==> config.mk <==
export PLATFORM = sky130hd
export DESIGN_NAME = fir_bist_harness_flat
export DESIGN_NICKNAME = d
export VERILOG_FILES = /design/src/rtl/fir_bist_if.sv /design/src/rtl/fir_bist_harness.sv /design/src/flat_wrapper.sv
export SDC_FILE = /design/constraint.sdc
export NUM_CORES = 1
export LEC_CHECK = 0
export ABC_AREA = 1
export CAP_MARGIN = 20
export CORE_UTILIZATION = 31
export DETAILED_ROUTE_END_ITERATION = 6
export SETUP_SLACK_MARGIN = 0.1
export SLEW_MARGIN = 25
export SYNTH_ARGS = -nofsm -noshare
export SYNTH_HDL_FRONTEND = slang
export SYNTH_SLANG_ARGS = --single-unit
export TNS_END_PERCENT = 50
==> constraint.sdc <==
create_clock -name clk -period 10.9 [get_ports clk]
set_clock_uncertainty 0.15 [all_clocks]
set_input_delay 1.635 -clock clk [delete_from_list [all_inputs] [get_ports clk]]
set_output_delay 1.635 -clock clk [all_outputs]
set_load 0.02 [all_outputs]
==> src/rtl/fir_bist_if.sv <==
// fir_bist_if: stimulus/response handshake between the FIR BIST harness and
// the filter under test. The harness holds the master modport and the
// filter holds the slave modport.
interface fir_bist_if #(
    parameter int unsigned DATA_W = 16,
    parameter int unsigned OUT_W  = 32
) ();
    logic [DATA_W-1:0] stim_data;
    logic              stim_valid;
    logic              stim_ready;
    logic [OUT_W-1:0]  resp_data;
    logic              resp_valid;

    modport master (
        output stim_data,
        output stim_valid,
        input  stim_ready,
        input  resp_data,
        input  resp_valid
    );

    modport slave (
        input  stim_data,
        input  stim_valid,
        output stim_ready,
        output resp_data,
        output resp_valid
    );
endinterface

==> src/rtl/fir_bist_harness.sv <==
// fir_bist_harness: drives a programmable stimulus stream (impulse, step,
// ramp or LFSR) into a FIR_N filter, folds the responses into a MISR
// signature and reports pass/fail against a runtime expected signature.
// Optional feature: define FIR_BIST_TIMEOUT_EN to build the idle-response
// watchdog; without it, timeout stays 0 and a silent DUT parks the harness
// in DRAIN until rst.
module fir_bist_harness #(
    parameter int unsigned       DATA_W      = 16,
    parameter int unsigned       OUT_W       = 32,
    parameter int unsigned       SIG_W       = 32,
    parameter int unsigned       NUM_SAMPLES = 256,
    parameter logic [DATA_W-1:0] LFSR_POLY   = 16'hB400,
    parameter logic [DATA_W-1:0] LFSR_SEED   = 16'h0001,
    parameter logic [SIG_W-1:0]  MISR_POLY   = 32'h04C11DB7,
    parameter int unsigned       TIMEOUT     = 1024
) (
    input  logic              clk,
    input  logic              rst,
    input  logic              start,
    input  logic [1:0]        mode,
    input  logic [SIG_W-1:0]  exp_sig,
    fir_bist_if.master        bus,
    output logic              busy,
    output logic              done,
    output logic              pass,
    output logic              timeout,
    output logic [SIG_W-1:0]  signature,
    output logic [15:0]       err_count
);
    localparam logic [1:0] ST_IDLE  = 2'd0;
    localparam logic [1:0] ST_DRIVE = 2'd1;
    localparam logic [1:0] ST_DRAIN = 2'd2;
    localparam logic [1:0] ST_CHECK = 2'd3;

    localparam logic [1:0] MODE_IMPULSE = 2'd0;
    localparam logic [1:0] MODE_STEP    = 2'd1;
    localparam logic [1:0] MODE_RAMP    = 2'd2;
    localparam logic [1:0] MODE_LFSR    = 2'd3;

    // Beat counter is at least DATA_W wide so the ramp is a plain slice.
    localparam int unsigned      CNT_W      = (DATA_W > 16) ? DATA_W : 16;
    localparam logic [CNT_W-1:0] LAST_BEAT  = CNT_W'(NUM_SAMPLES - 1);
    localparam logic [15:0]      RESP_TOTAL = 16'(NUM_SAMPLES);
    localparam logic [DATA_W-1:0] HALF_SCALE = DATA_W'(1) << (DATA_W - 2);

    // Reject illegal configurations at elaboration.
    if (SIG_W < 8 || NUM_SAMPLES < 1 || NUM_SAMPLES > 65535 || TIMEOUT < 1 ||
        LFSR_SEED == {DATA_W{1'b0}}) begin : g_param_check
        $error("fir_bist_harness: parameter out of range");
    end

    // Stimulus value for beat idx in mode m, given the LFSR state for that beat.
    function automatic logic [DATA_W-1:0] beat_value(input logic [1:0]        m,
                                                     input logic [CNT_W-1:0]  idx,
                                                     input logic [DATA_W-1:0] lfsr);
        logic [DATA_W-1:0] v;
        case (m)
            MODE_IMPULSE: v = (idx == {CNT_W{1'b0}}) ? HALF_SCALE : {DATA_W{1'b0}};
            MODE_STEP:    v = HALF_SCALE;
            MODE_RAMP:    v = idx[DATA_W-1:0];
            MODE_LFSR:    v = lfsr;
            default:      v = {DATA_W{1'b0}};
        endcase
        return v;
    endfunction

    // Galois LFSR step.
    function automatic logic [DATA_W-1:0] lfsr_next(input logic [DATA_W-1:0] s);
        return (s >> 1) ^ (s[0] ? LFSR_POLY : {DATA_W{1'b0}});
    endfunction

    // MISR step: shift, feed back the MSB through the polynomial, fold in r.
    function automatic logic [SIG_W-1:0] misr_next(input logic [SIG_W-1:0] s,
                                                   input logic [SIG_W-1:0] r);
        return {s[SIG_W-2:0], 1'b0} ^ (s[SIG_W-1] ? MISR_POLY : {SIG_W{1'b0}}) ^ r;
    endfunction

    // Saturating 16-bit increment.
    function automatic logic [15:0] sat_inc(input logic [15:0] v);
        return (v == 16'hFFFF) ? v : v + 16'h0001;
    endfunction

    logic [1:0]        state_q,      state_d;
    logic [1:0]        mode_q,       mode_d;
    logic [CNT_W-1:0]  stim_cnt_q,   stim_cnt_d;
    logic [15:0]       resp_cnt_q,   resp_cnt_d;
    logic [DATA_W-1:0] lfsr_q,       lfsr_d;
    logic [SIG_W-1:0]  sig_q,        sig_d;
    logic [DATA_W-1:0] stim_data_q,  stim_data_d;
    logic              stim_valid_q, stim_valid_d;
    logic [15:0]       err_cnt_q,    err_cnt_d;
    logic              pass_q,       pass_d;
    logic              timeout_q,    timeout_d;
    logic              done_q,       done_d;
    logic              busy_q,       busy_d;

    logic              accept_s;
    logic              wd_expire_s;
    logic [DATA_W-1:0] lfsr_adv_s;
    logic [SIG_W-1:0]  resp_fold_s;

    assign accept_s    = stim_valid_q && bus.stim_ready;
    assign lfsr_adv_s  = lfsr_next(lfsr_q);
    // Zero-extends narrow responses, keeps the low SIG_W bits of wide ones.
    assign resp_fold_s = SIG_W'(bus.resp_data);

`ifdef FIR_BIST_TIMEOUT_EN
    localparam int unsigned     WD_W     = $clog2(TIMEOUT + 1);
    localparam logic [WD_W-1:0] WD_LIMIT = WD_W'(TIMEOUT);

    logic [WD_W-1:0] wdog_q, wdog_d;

    // Watchdog next value: cleared on run entry and on every response, counts while active.
    always_comb begin
        wdog_d = wdog_q;
        if (state_q == ST_IDLE && start) begin
            wdog_d = {WD_W{1'b0}};
        end else if (state_q == ST_DRIVE || state_q == ST_DRAIN) begin
            if (bus.resp_valid) begin
                wdog_d = {WD_W{1'b0}};
            end else if (wdog_q != WD_LIMIT) begin
                wdog_d = wdog_q + WD_W'(1);
            end else begin
                wdog_d = wdog_q;
            end
        end else begin
            wdog_d = wdog_q;
        end
    end

    // Watchdog counter register.
    always_ff @(posedge clk or posedge rst) begin
        if (rst) begin
            wdog_q <= {WD_W{1'b0}};
        end else begin
            wdog_q <= wdog_d;
        end
    end

    assign wd_expire_s = (state_q == ST_DRIVE || state_q == ST_DRAIN) && (wdog_q == WD_LIMIT);
`else
    assign wd_expire_s = 1'b0;
`endif

    // Run sequencing: stimulus generation, response compaction and result evaluation.
    always_comb begin
        state_d      = state_q;
        mode_d       = mode_q;
        stim_cnt_d   = stim_cnt_q;
        resp_cnt_d   = resp_cnt_q;
        lfsr_d       = lfsr_q;
        sig_d        = sig_q;
        stim_data_d  = stim_data_q;
        stim_valid_d = stim_valid_q;
        err_cnt_d    = err_cnt_q;
        pass_d       = pass_q;
        timeout_d    = timeout_q;
        done_d       = 1'b0;

        case (state_q)
            ST_IDLE: begin
                if (bus.resp_valid) begin
                    err_cnt_d = sat_inc(err_cnt_q);
                end else begin
                    err_cnt_d = err_cnt_q;
                end
                if (start) begin
                    state_d      = ST_DRIVE;
                    mode_d       = mode;
                    stim_cnt_d   = {CNT_W{1'b0}};
                    resp_cnt_d   = 16'h0000;
                    err_cnt_d    = 16'h0000;
                    pass_d       = 1'b0;
                    timeout_d    = 1'b0;
                    sig_d        = {SIG_W{1'b1}};
                    lfsr_d       = LFSR_SEED;
                    stim_data_d  = beat_value(mode, {CNT_W{1'b0}}, LFSR_SEED);
                    stim_valid_d = 1'b1;
                end else begin
                    state_d = ST_IDLE;
                end
            end
            ST_DRIVE, ST_DRAIN: begin
                // Responses are compacted in both states to cover any DUT latency;
                // beats beyond NUM_SAMPLES are flagged as extras.
                if (bus.resp_valid) begin
                    sig_d = misr_next(sig_q, resp_fold_s);
                    if (resp_cnt_q == RESP_TOTAL) begin
                        err_cnt_d = sat_inc(err_cnt_q);
                    end else begin
                        resp_cnt_d = resp_cnt_q + 16'h0001;
                    end
                end else begin
                    sig_d = sig_q;
                end

                if (wd_expire_s) begin
                    state_d      = ST_CHECK;
                    timeout_d    = 1'b1;
                    stim_valid_d = 1'b0;
                    stim_data_d  = {DATA_W{1'b0}};
                end else if (state_q == ST_DRIVE) begin
                    if (accept_s) begin
                        if (stim_cnt_q == LAST_BEAT) begin
                            state_d      = ST_DRAIN;
                            stim_valid_d = 1'b0;
                            stim_data_d  = {DATA_W{1'b0}};
                        end else begin
                            stim_cnt_d  = stim_cnt_q + CNT_W'(1);
                            lfsr_d      = lfsr_adv_s;
                            stim_data_d = beat_value(mode_q, stim_cnt_q + CNT_W'(1), lfsr_adv_s);
                        end
                    end else begin
                        stim_data_d = stim_data_q;
                    end
                end else begin
                    if (resp_cnt_d == RESP_TOTAL) begin
                        state_d = ST_CHECK;
                    end else begin
                        state_d = ST_DRAIN;
                    end
                end
            end
            ST_CHECK: begin
                if (bus.resp_valid) begin
                    err_cnt_d = sat_inc(err_cnt_q);
                end else begin
                    err_cnt_d = err_cnt_q;
                end
                pass_d  = (sig_q == exp_sig) && !timeout_q && (err_cnt_q == 16'h0000);
                done_d  = 1'b1;
                state_d = ST_IDLE;
            end
            default: begin
                state_d      = ST_IDLE;
                stim_valid_d = 1'b0;
            end
        endcase

        busy_d = (state_d != ST_IDLE);
    end

    // State and output registers.
    always_ff @(posedge clk or posedge rst) begin
        if (rst) begin
            state_q      <= ST_IDLE;
            mode_q       <= 2'd0;
            stim_cnt_q   <= {CNT_W{1'b0}};
            resp_cnt_q   <= 16'h0000;
            lfsr_q       <= {DATA_W{1'b0}};
            sig_q        <= {SIG_W{1'b0}};
            stim_data_q  <= {DATA_W{1'b0}};
            stim_valid_q <= 1'b0;
            err_cnt_q    <= 16'h0000;
            pass_q       <= 1'b0;
            timeout_q    <= 1'b0;
            done_q       <= 1'b0;
            busy_q       <= 1'b0;
        end else begin
            state_q      <= state_d;
            mode_q       <= mode_d;
            stim_cnt_q   <= stim_cnt_d;
            resp_cnt_q   <= resp_cnt_d;
            lfsr_q       <= lfsr_d;
            sig_q        <= sig_d;
            stim_data_q  <= stim_data_d;
            stim_valid_q <= stim_valid_d;
            err_cnt_q    <= err_cnt_d;
            pass_q       <= pass_d;
            timeout_q    <= timeout_d;
            done_q       <= done_d;
            busy_q       <= busy_d;
        end
    end

    assign bus.stim_data  = stim_data_q;
    assign bus.stim_valid = stim_valid_q;
    assign busy           = busy_q;
    assign done           = done_q;
    assign pass           = pass_q;
    assign timeout        = timeout_q;
    assign signature      = sig_q;
    assign err_count      = err_cnt_q;
endmodule

==> src/flat_wrapper.sv <==
// flat-port wrapper written by rule: the top's interface ports become plain ports
module fir_bist_harness_flat 
#(
    parameter int unsigned       DATA_W      = 16,
    parameter int unsigned       OUT_W       = 32,
    parameter int unsigned       SIG_W       = 32,
    parameter int unsigned       NUM_SAMPLES = 256,
    parameter logic [DATA_W-1:0] LFSR_POLY   = 16'hB400,
    parameter logic [DATA_W-1:0] LFSR_SEED   = 16'h0001,
    parameter logic [SIG_W-1:0]  MISR_POLY   = 32'h04C11DB7,
    parameter int unsigned       TIMEOUT     = 1024
)
  (clk, rst, start, mode, exp_sig, busy, done, pass, timeout, signature, err_count, bus_stim_data, bus_stim_valid, bus_stim_ready, bus_resp_data, bus_resp_valid);
  fir_bist_if #(.DATA_W(DATA_W), .OUT_W(OUT_W)) bus_i ();
  input  logic clk;
  input  logic rst;
  input  logic start;
  input  logic [1:0] mode;
  input  logic [SIG_W-1:0] exp_sig;
  output logic busy;
  output logic done;
  output logic pass;
  output logic timeout;
  output logic [SIG_W-1:0] signature;
  output logic [15:0] err_count;
  output wire logic [$bits(bus_i.stim_data)-1:0] bus_stim_data;
  output wire logic [$bits(bus_i.stim_valid)-1:0] bus_stim_valid;
  input wire logic [$bits(bus_i.stim_ready)-1:0] bus_stim_ready;
  input wire logic [$bits(bus_i.resp_data)-1:0] bus_resp_data;
  input wire logic [$bits(bus_i.resp_valid)-1:0] bus_resp_valid;
  assign bus_stim_data = bus_i.stim_data;
  assign bus_stim_valid = bus_i.stim_valid;
  assign bus_i.stim_ready = bus_stim_ready;
  assign bus_i.resp_data = bus_resp_data;
  assign bus_i.resp_valid = bus_resp_valid;
  fir_bist_harness #(.DATA_W(DATA_W), .OUT_W(OUT_W), .SIG_W(SIG_W), .NUM_SAMPLES(NUM_SAMPLES), .LFSR_POLY(LFSR_POLY), .LFSR_SEED(LFSR_SEED), .MISR_POLY(MISR_POLY), .TIMEOUT(TIMEOUT)) u_core (.clk(clk), .rst(rst), .start(start), .mode(mode), .exp_sig(exp_sig), .bus(bus_i), .busy(busy), .done(done), .pass(pass), .timeout(timeout), .signature(signature), .err_count(err_count));
endmodule
==> out/qor.txt, run 1 <==
Number of synthesized flops with an enable pin: 0
Syn_nets: 1,097
Placed cell areas: 9490 um2
CP max stage cell: nor2_1
RSZ-0062 raised after global routing: false
Largest net degree at the start of global routing: 65
Iteration-0 DRC Markers: 526
Cell Area, Synth: 7810 um2
First-pass GRT wire length: 37.7 mm
Prevailing post-synth register cell: dfrtp_1
Clk Latency, worst-skew pair: 0.43 ns
Final Setup Violations: 0
Syn Area/Cell: 7.70 um2
CTS resizes: 0
Hold Buf Count CTS: 0
Routed wire per std cell: 15.4 um
CP most frequent cell: nor2_1
Pre-CTS WS: 6.39 ns
Clk slew on worst S/H paths: 0.06 ns
Vias in the first global route: 7,011
Tmin final: 4.14 ns
Worst-margin pin slew: 0.912 ns
CP cell instances: clkdlybuf4s50_1 -> nand2_1 -> inv_2 -> a21oi_2 -> nor2_1 -> inv_1 -> nor2_1 -> a31oi_1
Initial antenna violation count: 0
Commonest cells post-synth: 213 x nand2_1, 120 x dfrtp_1, 112 x inv_1, 101 x o21ai_0, 88 x nor2_1
Critical path arrival: 4.26 ns
H-tree Lvls: 4
Antenna diodes: 0
Status: finished, final reports clean
First-pass detailed-route iteration total: 5
Slew HR: 39.0%
FFs w/ async S/R, synth: 100%
Core ar.: 24,500 um2
Post-CTS setup buffer count: 0
CTS root buffer: clkbuf_16
Max Transition Viols Final: 0
Cell Rows: 57
Inserted Clock Buffers: 17
Reg2Reg Depth: 7
Final instance area: 10,100 um2
Via count: 7,227
WL final: 22.8 mm
Slowest Stage Delay on Critical Path: 0.74 ns
Startpoint Class: primary input
Endpoints failing hold: 0
Die Height: 161 um
Layout Utilization: 41.1%
Final worst setup slack: 6.76 ns
Synth-to-layout area growth: 28.9%
GRT Util Overall: 18.3%
Peak supply drop: 0.0000747 V
Reg2reg start: u_core.state_q[0]
Fin cells: 1,480
Synth unique cells: 49
Routability cong.: 0.897
Die area: 25,800 um2
Required @ worst endpoint: 11.02 ns
Layout Nets: 1,225
Die Wd: 161 um
DRT antenna net count: 0
Starting Density: 31.8%
CP Max Fanout: 12
Final Power: 1.50 mW
Hold path cells: 2
Power density cells: 149 nW/um2
Count leader, synth: nand2_1
Seq cells post-synth: 120
IO buf count: 138
Final TNS setup: 0 ns
Via/cell ratio: 4.88
Synth Instances: 1,015
CP Launch Point: start
Placed insts: 1,448
Endpoint class of the critical path: register
Ys Warns: 0
Layout cells sized above 1: 10.4%
R2R Setup Slk: 7.28 ns
Max cap viols: 0
Worst Hold Class: register to register
Synth top area share: 38.4%
Largest cells by area after synthesis: dfrtp_1 38%, nand2_1 10%, o21ai_0 6.5%
Levels on crit path: 8
Ports: 140
CTS max path bufs: 2
Hold WS: 0.339 ns
CP Class: primary input to register
Sink Count: 120
Post-synthesis sequential area ratio: 38.4%
Filler cells: 2,540
Fmax: 0.241 GHz
R2r endpoint: u_core.signature[4]
Top delay family on crit path: simple AND/OR/NAND/NOR gates
Global route overflow: 0
Worst path bufs/invs: 3
Crit path capture: u_core.signature[4]
Crit share post-route: 38.0%
Top cell type by total area after synthesis: dfrtp_1
CTS tree: built
DR DRC count: 0
Post-detail-place hpwl: 16.6 mm
P_leak: 4.50 nW
## metal layers
layer	track usage, %	up-vias	part of all wire (%)
met1	26.1	3399	49
li1	-	3627	-
met2	27.7	188	45
met5	0	-	0
met3	4.11	13	4.9
met4	5.23	0	1.1
## worst min path at each step
stage | from | to | slack [ns]
final | u_core.bus.stim_data[7] | u_core.bus.stim_data[7] | 0.34
after global routing | u_core.bus.stim_data[7] | u_core.bus.stim_data[7] | 0.37
after CTS | u_core.bus.stim_data[13] | u_core.bus.stim_data[13] | 0.35
after detailed placement | u_core.bus.stim_data[7] | u_core.bus.stim_data[7] | 0.33
after global placement | u_core.pass | u_core.pass | 0.32
after floorplan | u_core.lfsr_q[10] | u_core.lfsr_q[10] | 0.30
## state kept, by name (all words and copies together), names as in the netlist
| name | cells |
|---|---|
| u_core.done | 1 |
| u_core.bus.stim_valid | 1 |
| u_core.bus.stim_data | 16 |
| u_core.mode_q | 2 |
| u_core.signature | 32 |
| u_core.lfsr_q | 16 |
| u_core.busy | 1 |
| u_core.stim_cnt_q | 16 |
| u_core.err_count | 16 |
| u_core.resp_cnt_q | 16 |
| u_core.pass | 1 |
| u_core.state_q | 2 |
## report_power, final
group          internal (mW)  total (mW)  switching (mW)  leakage [nW]
clock network          0.344       0.570           0.226         0.287
logic                  0.173       0.373           0.200          2.79
registers              0.491       0.557          0.0659          1.42
total                   1.01        1.50           0.492          4.50
## tightest hold or removal path, stage by stage, from the launching register on
cell     delay [ns]
dfrtp_1        0.35
nand2_1        0.05
o21ai_0        0.06
## cell type report
cell class	instances	area, um2	area share (%)
Timing Repair Buffer	145	1450	14.4
Inverter	125	472	4.68
Clock inverter	14	148	1.47
Tap cell	324	405	4.02
Clock buffer	18	439	4.36
Sequential cell	120	3000	29.8
Multi-Input combinational cell	734	4150	41.2
## cell families after synthesis
kind of cell | after synthesis | synth area share, %
compound gates | 241 | 19.5
xor+xnor | 65 | 7.58
fa+ha+maj | 11 | 1.76
buf+inv | 161 | 8.50
flops | 120 | 38.4
other cells | 1 | 0.0480
simple gates | 416 | 24.2
## cells in the final DEF, fill, tap and decap left out, types with 3 or more instances in the layout
cell,netlist,final
a31oi_1,15,15
o21ai_1,9,9
ha_1,11,11
o311ai_2,4,4
nand3_1,44,44
o21ai_0,101,101
buf_4,6,6
nor3_1,7,7
xnor2_1,37,37
nor4_1,7,7
xor2_2,3,3
nor2_1,88,87
o22ai_2,19,19
nand4_1,18,18
clkinv_2,0,4
a21oi_1,51,51
clkbuf_16,0,17
nor2_4,5,6
inv_2,11,11
or2_2,8,8
a22oi_1,9,9
xor2_1,25,25
inv_6,0,4
a22o_1,3,3
nand2_2,9,9
a21oi_2,3,3
clkdlybuf4s50_1,0,138
nand2_1,213,213
nor2_2,7,7
dfrtp_1,120,120
o22ai_1,15,15
inv_1,112,111
(Power assumes the default switching activity.)
==> run 2, diff against run 1 <==
Clock period 10.9 ns to 3.85 ns, I/O delays scaled along.
==> out/qor.txt, run 2 (synthesis results as in run 1) <==
Critical path arrival: 3.08 ns
Clk Latency, worst-skew pair: 0.42 ns
Fin cells: 1,484
H-tree Lvls: 4
CP Max Fanout: 9
Via/cell ratio: 4.89
Final Power: 4.27 mW
Filler cells: 2,506
Ports: 140
Global route overflow: 0
First-pass GRT wire length: 36.0 mm
Peak supply drop: 0.000322 V
Endpoints failing hold: 0
Routed wire per std cell: 15.2 um
Most frequent cells in the layout: 213 x nand2_1, 138 x clkdlybuf4s50_1, 120 x dfrtp_1
Post-CTS setup buffer count: 0
Synth-to-layout area growth: 29.9%
Status: finished, final reports clean
Register share of total power: 36.8%
P_leak: 4.53 nW
Final TNS setup: 0 ns
Via count: 7,253
Placed insts: 1,453
Int Pwr: 2.93 mW
Core ar.: 24,500 um2
Placed cell areas: 9540 um2
Sink Count: 120
CTS root buffer: clkbuf_16
Hold Buf Count CTS: 0
Antenna diodes: 0
Crit share post-route: 77.1%
Required @ worst endpoint: 3.96 ns
Power density cells: 421 nW/um2
Die area: 25,800 um2
Vias in the first global route: 6,690
Layout Nets: 1,230
Most common cell after layout, fill and taps aside: nand2_1
CP Class: register to register
Post-detail-place hpwl: 16.7 mm
Slew HR: 45.6%
Area of the multi-input gates: 4150 um2
Endpoint class of the critical path: register
Max Transition Viols Final: 0
Largest net degree at the start of global routing: 59
RSZ-0062 raised after global routing: false
Startpoint Class: register
Initial antenna violation count: 0
Die Height: 161 um
Routability cong.: 0.893
Final instance area: 10,100 um2
Final Setup Violations: 0
Layout cells sized above 1: 10.6%
Die Wd: 161 um
Tmin final: 2.97 ns
First-pass detailed-route iteration total: 5
Inserted Clock Buffers: 17
Clock share of power: 38.4%
IO buf count: 138
GRT Util Overall: 17.7%
DR DRC count: 0
Worst Hold Class: register to register
WL final: 22.5 mm
Worst-margin pin slew: 0.816 ns
Clk slew on worst S/H paths: 0.06 ns
CTS tree: built
CTS max path bufs: 2
FF+latch area: 3000 um2
Max cap viols: 0
Iteration-0 DRC Markers: 452
Switch share: 31.3%
DRT antenna net count: 0
CTS resizes: 0
Sw Pwr: 1.34 mW
Starting Density: 31.8%
Fmax: 0.337 GHz
Cell Rows: 57
Proportion of power drawn by combinational gates: 24.8%
Largest register FFs: 32
[run 2: cell count changes in the layout (fill, tap and decap cells not counted), sizes merged]
cell / before / now
buf: 7 / 12
inv: 127 / 122
clkbuf: 18 / 20
clkinvlp: 2 / 4
bufinv: 2 / 3
clkinv: 8 / 7
[run 2: final cells by class]
type / count / share of cell area [%]
Clock buffer: 20 / 4.50
Inverter: 125 / 4.66
Tap cell: 324 / 3.99
Sequential cell: 120 / 29.6
Clock inverter: 11 / 1.47
Multi-Input combinational cell: 734 / 40.9
Timing Repair Buffer: 150 / 14.9
[run 2: power by group through the flow]
stage               registers [mW]  clock network, mW  logic (mW)
CTS                           1.57               1.67        1.07
floorplan                     1.64                  0       0.570
detailed placement            1.59                  0        1.06
finish                        1.57               1.64        1.06
global placement              1.59                  0        1.05
global route                  1.60               1.73        1.18
[run 2: through the flow]
stage          hold WS [ns]  utilization (%)  worst slack, ns
3_3_place_gp          0.322             38.8            0.797
6_report              0.342             41.4            0.883
2_1_floorplan         0.303                -             1.65
3_5_place_dp          0.330             38.9            0.722
4_1_cts               0.343             41.4            0.824
5_1_grt               0.364             41.4            0.663
[run 2: worst paths after layout]
check                                        startpoint                  endpoint  slack, ns  cells past startpoint
worst max-delay path                  u_core.state_q[0]       u_core.signature[1]       0.88                      7
worst min-delay path            u_core.bus.stim_data[7]   u_core.bus.stim_data[7]       0.34                      2
worst max register to register        u_core.state_q[0]       u_core.signature[1]       0.88                      7
worst min register to register  u_core.bus.stim_data[7]   u_core.bus.stim_data[7]       0.34                      2
max in group asynchronous                           rst       u_core.signature[5]       2.51                      3
min in group asynchronous                           rst  u_core.bus.stim_data[11]       0.44                      2
[run 2: per-layer routing]
layer	track usage (%)	up-vias	part of all wire, %
li1	-	3628	-
met1	25.3	3418	49
met5	0	-	0
met3	3.80	19	5.3
met4	5.02	0	1.4
met2	26.6	188	44
[run 2: critical path, stage by stage (launching register included)]
cell	delay [ns]
dfrtp_1	0.40
inv_1	0.10
ha_1	0.59
a21oi_2	0.23
nor2_1	0.34
inv_1	0.24
nor2_1	0.60
a31oi_1	0.16
